## src/rtl/exp_pkg.sv

```systemverilog
// -----------------------------------------------------------------------------
// exp_pkg
// Shared definitions for the full-range exponential wrapper.
//   q32_t    : unsigned q32.32 fixed-point word (64 bits, 32 fraction bits)
//   E_Q32    : e in q32.32
//   INV_E_Q32: 1/e in q32.32
//   state_t  : control FSM encoding of exp_range_reducer
// -----------------------------------------------------------------------------
package exp_pkg;

  typedef logic [63:0] q32_t;

  localparam q32_t E_Q32     = 64'h0000_0002_B7E1_5163;
  localparam q32_t INV_E_Q32 = 64'h0000_0000_5E2D_58D9;
  localparam q32_t Q32_ONES  = 64'hFFFF_FFFF_FFFF_FFFF;

  typedef enum logic [1:0] {
    IDLE   = 2'd0,
    LOOKUP = 2'd1,
    SCALE  = 2'd2,
    DONE   = 2'd3
  } state_t;

endpackage

```

## src/rtl/q32_mul.sv

```systemverilog
// -----------------------------------------------------------------------------
// q32_mul
// Unsigned q32.32 x q32.32 multiply. The full 128-bit product is q64.64; the
// q32.32 result is bits [95:32] (truncated). Any set bit in [127:96] means
// the integer part no longer fits in 32 bits.
//   a, b : q32.32 operands
//   prod : truncated q32.32 product
//   ovf  : product integer part exceeds 32 bits
// -----------------------------------------------------------------------------
module q32_mul
  import exp_pkg::*;
(
  input  q32_t a,
  input  q32_t b,
  output q32_t prod,
  output logic ovf
);

  logic [127:0] full;
  logic         unused_frac_bits;

  assign full = {64'h0, a} * {64'h0, b};
  assign prod = full[95:32];
  assign ovf  = |full[127:96];

  // Sub-LSB fraction bits are dropped by truncation.
  assign unused_frac_bits = ^full[31:0];

endmodule

```

## src/rtl/exp_range_reducer.sv

```systemverilog
// -----------------------------------------------------------------------------
// exp_range_reducer
// Computes e^x for an arbitrary signed q32.32 x by splitting x = n + r with
// n = floor(x) (the integer word) and r in [0,1) (the fraction word). r goes
// to an external combinational exp LUT; e^r is captured, then multiplied by
// e (n > 0) or 1/e (n < 0) |n| times. |n| > MAX_INT saturates immediately;
// an integer-part overflow while scaling up also saturates.
//
// Handshake: a request is taken on any rising edge where i_valid && o_ready.
// o_ready is high only when idle with no result strobe in flight; i_valid
// while o_ready is low is ignored, never queued. o_valid is a single-cycle
// strobe with no backpressure; o_exp / o_sat hold until the next result.
//
// Ports:
//   i_clk, i_reset : clock, asynchronous active-high reset
//   i_valid, i_x   : request strobe and signed q32.32 argument
//   o_ready        : request may be accepted this cycle
//   o_lut_arg      : registered fraction r to the LUT input
//   i_lut_value    : e^r from the LUT (combinational from o_lut_arg)
//   o_valid        : result strobe
//   o_exp, o_sat   : unsigned q32.32 e^x, clamp flag
//   o_dbg_state    : current FSM state
// -----------------------------------------------------------------------------
module exp_range_reducer
  import exp_pkg::*;
#(
  parameter int MAX_INT = 22
) (
  input  logic   i_clk,
  input  logic   i_reset,
  input  logic   i_valid,
  input  q32_t   i_x,
  output logic   o_ready,
  output q32_t   o_lut_arg,
  input  q32_t   i_lut_value,
  output logic   o_valid,
  output q32_t   o_exp,
  output logic   o_sat,
  output state_t o_dbg_state
);

  localparam int                 CNT_W = $clog2(MAX_INT + 2);
  localparam logic signed [31:0] MAX_S = 32'(MAX_INT);

  state_t             state;
  state_t             state_nxt;
  q32_t               acc;
  logic [CNT_W-1:0]   cnt;
  logic               neg;

  logic signed [31:0] n;
  logic [31:0]        abs_n;
  logic               n_big;
  logic               n_small;
  logic               accept;
  logic               cnt_zero;

  q32_t               mul_k;
  q32_t               mul_prod;
  logic               mul_ovf;
  logic               scale_ovf;

  assign n        = $signed(i_x[63:32]);
  assign abs_n    = n[31] ? 32'(-n) : 32'(n);
  assign n_big    = n > MAX_S;
  assign n_small  = n < -MAX_S;
  assign cnt_zero = (cnt == '0);

  // The done strobe is registered, so the FSM is already back in IDLE
  // during the o_valid cycle; ready is held off for that one cycle.
  assign o_ready  = (state == IDLE) && !o_valid && !i_reset;
  assign accept   = i_valid && o_ready;

  assign mul_k    = neg ? INV_E_Q32 : E_Q32;
  // Scaling by 1/e can only shrink the value, so only upward scaling clamps.
  assign scale_ovf = !neg && mul_ovf;

  assign o_dbg_state = state;

  q32_mul u_mul (
    .a    (acc),
    .b    (mul_k),
    .prod (mul_prod),
    .ovf  (mul_ovf)
  );

  // State register.
  always_ff @(posedge i_clk or posedge i_reset) begin
    if (i_reset) begin
      state <= IDLE;
    end else begin
      state <= state_nxt;
    end
  end

  // Next-state logic.
  always_comb begin
    state_nxt = state;
    case (state)
      IDLE: begin
        if (accept) begin
          state_nxt = (n_big || n_small) ? DONE : LOOKUP;
        end
      end
      LOOKUP: state_nxt = SCALE;
      SCALE: begin
        if (cnt_zero || scale_ovf) begin
          state_nxt = DONE;
        end
      end
      DONE:    state_nxt = IDLE;
      default: state_nxt = IDLE;
    endcase
  end

  // Datapath and output registers.
  always_ff @(posedge i_clk or posedge i_reset) begin
    if (i_reset) begin
      acc       <= '0;
      cnt       <= '0;
      neg       <= 1'b0;
      o_lut_arg <= '0;
      o_exp     <= '0;
      o_sat     <= 1'b0;
      o_valid   <= 1'b0;
    end else begin
      o_valid <= (state == DONE);
      case (state)
        IDLE: begin
          if (accept) begin
            if (n_big) begin
              o_exp <= Q32_ONES;
              o_sat <= 1'b1;
            end else if (n_small) begin
              o_exp <= '0;
              o_sat <= 1'b1;
            end else begin
              o_lut_arg <= {32'h0, i_x[31:0]};
              neg       <= n[31];
              cnt       <= CNT_W'(abs_n);
              o_sat     <= 1'b0;
            end
          end
        end
        LOOKUP: acc <= i_lut_value;
        SCALE: begin
          if (cnt_zero) begin
            o_exp <= acc;
          end else if (scale_ovf) begin
            o_exp <= Q32_ONES;
            o_sat <= 1'b1;
          end else begin
            acc <= mul_prod;
            cnt <= cnt - CNT_W'(1);
          end
        end
        default: ;
      endcase
    end
  end

endmodule
```

## config.mk

```make
export PLATFORM = sky130hd
export DESIGN_NAME = exp_range_reducer
export DESIGN_NICKNAME = d
export VERILOG_FILES = /design/src/rtl/exp_pkg.sv /design/src/rtl/q32_mul.sv /design/src/rtl/exp_range_reducer.sv
export SDC_FILE = /design/constraint.sdc
export NUM_CORES = 2
export LEC_CHECK = 0
export CAP_MARGIN = 10
export CORE_ASPECT_RATIO = 0.8
export CORE_MARGIN = 4
export CORE_UTILIZATION = 45
export DETAILED_ROUTE_END_ITERATION = 8
export PLACE_DENSITY_LB_ADDON = 0.12
export SYNTH_ARGS = -nofsm -noshare
export SYNTH_HDL_FRONTEND = slang
export SYNTH_SLANG_ARGS = --single-unit
export TNS_END_PERCENT = 1
```

## constraint.sdc

```tcl
create_clock -name i_clk -period 26.1 [get_ports i_clk]
set_clock_uncertainty 0.15 [all_clocks]
set_input_delay 5.22 -clock i_clk [delete_from_list [all_inputs] [get_ports i_clk]]
set_output_delay 5.22 -clock i_clk [all_outputs]
set_load 0.01 [all_outputs]
```

==> summary.md <==
The run finished with clean final reports. The clock tree synthesis step divided the H-tree into 4 levels. Final wirelength: 214,000 um. Buffers inserted during clock tree synthesis total 17. Cells with a size suffix above 1 make up 3.07% of the layout. The tool flagged a number of max-cap violations equal to 0. After the flow finishes, the layout carries non-filler instances totaling 8,117.

The worst setup path is captured at a register. Final hold slack: 365 ps. The horizontal die dimension was 412 um. The number of antenna violations at the first check in global routing came out at 6.

For the pin count of the biggest net entering global routing, the log shows 84. After floorplanning, the core was sized to cover 129,000 um^2. Sequential cells were found to cover 7.25% of the synthesized design area. The first global-routing pass estimated 315,000 um of wire. Of all cell types, the one taking the most synthesized area is fa_1.

The synthesized design contains 0 enable-type register cells. The required time at the endpoint of the critical path is 26,430 ps, and the post-detailed-route DRC marker count is 0. The tools report the DRC violation total after the first TritonRoute iteration as 3,839.

The run gives 12.5k as the fill cell instance count of the final layout. The number of port buffers was 231; the area fraction of the dominant cell type after synthesis was 45.7%. Setup repair after global routing left no endpoint under its margin.

The classification of the worst-slack hold path was register to register. In this design, the stage delay of the slowest critical-path cell is 700 ps. By count the netlist is led by inv_1, fa_1, ha_1. The post-cts sizing count was 0.

Ranked by total cell area, the synthesized netlist is headed by fa_1, ha_1, inv_1. Post-synthesis area per instance: 9.60 um^2. The number of top-level pins was 264. At the pin with the least slew margin, the transition time is 1190 ps. Summing all multi-input logic gate instances after layout gives 46,800 um^2. The logs give 136,000 um^2 for the overall die area and 44.9k for the number of global-route vias before repair. For this run, asynchronously set or reset flops after synthesis account for 100%. Of the available clock period, the critical path in the final layout requires 46.7%. At the end of the flow, the number of nets in the layout was 8,513. The run gives 590 ps as the clock latency at the later pin of the worst-skew pair. In the routed layout, each cell is associated on average with a via count of 5.21. The nature of the critical path startpoint is a register. For the detailed-router iteration count before antenna repair, the log shows 5. The smallest clock period supported by the final layout is computed as 12,180 ps. For the cell total after placement, the log shows 8,084. Counting distinct cell types in the post-synthesis netlist gives 83. The cell count after synthesis came out at 6,109. In this run the tightest slew margin relative to its limit is 20.6%. The clock-pin slew of the registers on the worst-case setup and hold paths is 120 ps. Most common cell in the netlist: inv_1. The congestion estimate from routability-driven global placement came to 1.01. In this run the clock root is driven by a clkbuf_16. Summed over all failing endpoints, the final setup total negative slack is 0 ps. TritonCTS built the clock tree.

In the synthesized netlist the dominant register cell turns out to be dfrtp_1. The count of final max-slew check failures came out at 0. Setup violations remaining at the end of the flow were counted as 0. Dividing the detail-routed wire length by the instance count gives 26.3 um. The number of clock sinks is 170, and the number of nets with antenna violations after routing is 0.

For the worst setup path, the data arrival time is 12,510 ps. The Yosys step of the flow raised 0 warnings. The tools report the number of core rows as 118. The master of the slowest instance on the critical path is fa_1.

The type of the setup path with the least slack is register to register. The starting utilization of the core area was 45.3%. In this run the post-CTS setup repair buffer count came out at 0. The die is 331 um tall. The flip-flop and latch count after synthesis came out at 170.

The logs give 58,700 um^2 for the netlist area before placement and 0 for the final global-route overflow total. Hold repair after CTS inserted 0 buffers. Maximum fanout encountered on the critical timing path: 48. The highest clock rate came out at 82.1 MHz. Cell seen most often among critical-path stages: fa_1. The HPWL reported at the end of detailed placement is 187,000 um. In the final layout, flip-flops and latches occupy 4260 um^2. Global routing used 32.6% of the available tracks across all layers.

For this run, the share of the core covered by cells in the final layout is 49.3%. The area overhead of the layout relative to synthesis works out to 8.88%. Via count of the routed design: 42.3k. The longest clock path from root to sink contains 2 buffers.

Number of hold violations in the final report: 0.
cell type report:
class,count,area share (%)
repair buffers,303,4.47
flip-flops and latches,170,6.67
clock inverters,15,0.325
well taps,1740,3.41
multi-input cells,3958,73.2
clock buffers,17,0.666
diodes,1,0.00392
inverters,1913,11.3
flip-flops by register name (all words and copies together) (netlist names):
signal / flops
cnt: 5
neg: 1
o_dbg_state: 2
o_lut_arg: 32
o_exp: 64
o_valid: 1
o_sat: 1
acc: 64
path summary, 6_finish.rpt:
kind | start | endpoint | slack, ps | depth (start not counted)
setup / recovery | neg$_DFFE_PP0P_ | o_exp[21]$_DFFE_PP0P_ | 13920 | 30
hold / removal | o_lut_arg[3]$_DFFE_PP0P_ | o_lut_arg[3]$_DFFE_PP0P_ | 360 | 1
setup reg to reg | neg$_DFFE_PP0P_ | o_exp[21]$_DFFE_PP0P_ | 13920 | 30
hold reg to reg | o_lut_arg[3]$_DFFE_PP0P_ | o_lut_arg[3]$_DFFE_PP0P_ | 360 | 1
max in group asynchronous | i_reset | o_exp[19]$_DFFE_PP0P_ | 19370 | 3
min in group asynchronous | i_reset | o_sat$_DFFE_PP0P_ | 5030 | 2
routing by layer:
layer | GRT usage [%] | up-vias | wire [um] | part of all wire (%)
met5 | 0.950 | - | 236 | 0.11
met4 | 4.39 | 10 | 2410 | 1.1
met3 | 15.5 | 130 | 31000 | 15
met2 | 42.6 | 1979 | 82100 | 38
met1 | 49.3 | 21700 | 97900 | 46
li1 | - | 18500 | - | -
worst max-delay path, delay by kind of cell (launching register included):
kind,cells,cell delay [ps]
buf+inv,9,2650
flops,1,610
mux,1,260
simple gates,5,1320
compound gates,6,2180
fa+ha+maj,9,4650
stage by stage:
stage,instance area [um^2],worst slack [ps]
2_1_floorplan,59300,15170
3_3_place_gp,63200,14150
3_5_place_dp,63200,14150
4_1_cts,63900,14130
5_1_grt,63900,13570
6_report,63900,13920
cell families (layout without fill, tap and decap cells):
logic type	count (synthesis)	count (layout)	share of synthesized area, %
DFF	170	170	7.25
and+or+nand+nor	852	852	6.33
xor gates and xnor gates	164	164	2.46
adders and majority gates	2024	2024	60.3
AOI/OAI and AO/OA	556	556	5.95
muxes	203	203	3.59
other	2	160	0.0128
buffers and inverters	2138	2248	14.1
placed cells by master (no fill, tap or decap), drive strengths merged, types with 6 or more instances in the layout:
cell type,Yosys,final
a211o,6,6
a211oi,11,11
a21boi,7,7
a21o,81,81
a21oi,151,151
a221oi,7,7
a311oi,6,6
a31oi,11,11
and2,19,19
and3,27,27
buf,67,72
clkbuf,158,17
clkdlybuf4s50,0,231
clkinv,9,15
conb,2,159
dfrtp,170,170
fa,1339,1339
ha,680,680
inv,1904,1912
mux2,61,61
mux2i,142,142
nand2,456,456
nand2b,18,18
nand3,43,43
nand4,39,39
nor2,168,168
nor2b,16,16
nor3,26,26
nor4,15,15
o211ai,15,15
o21a,11,11
o21ai,183,183
o21bai,13,13
o31ai,6,6
or2,6,6
or3,9,9
xnor2,113,113
xor2,51,51
Power is not shown: default switching activity piles up to over one toggle a cycle in this logic, so the estimate is an artifact.
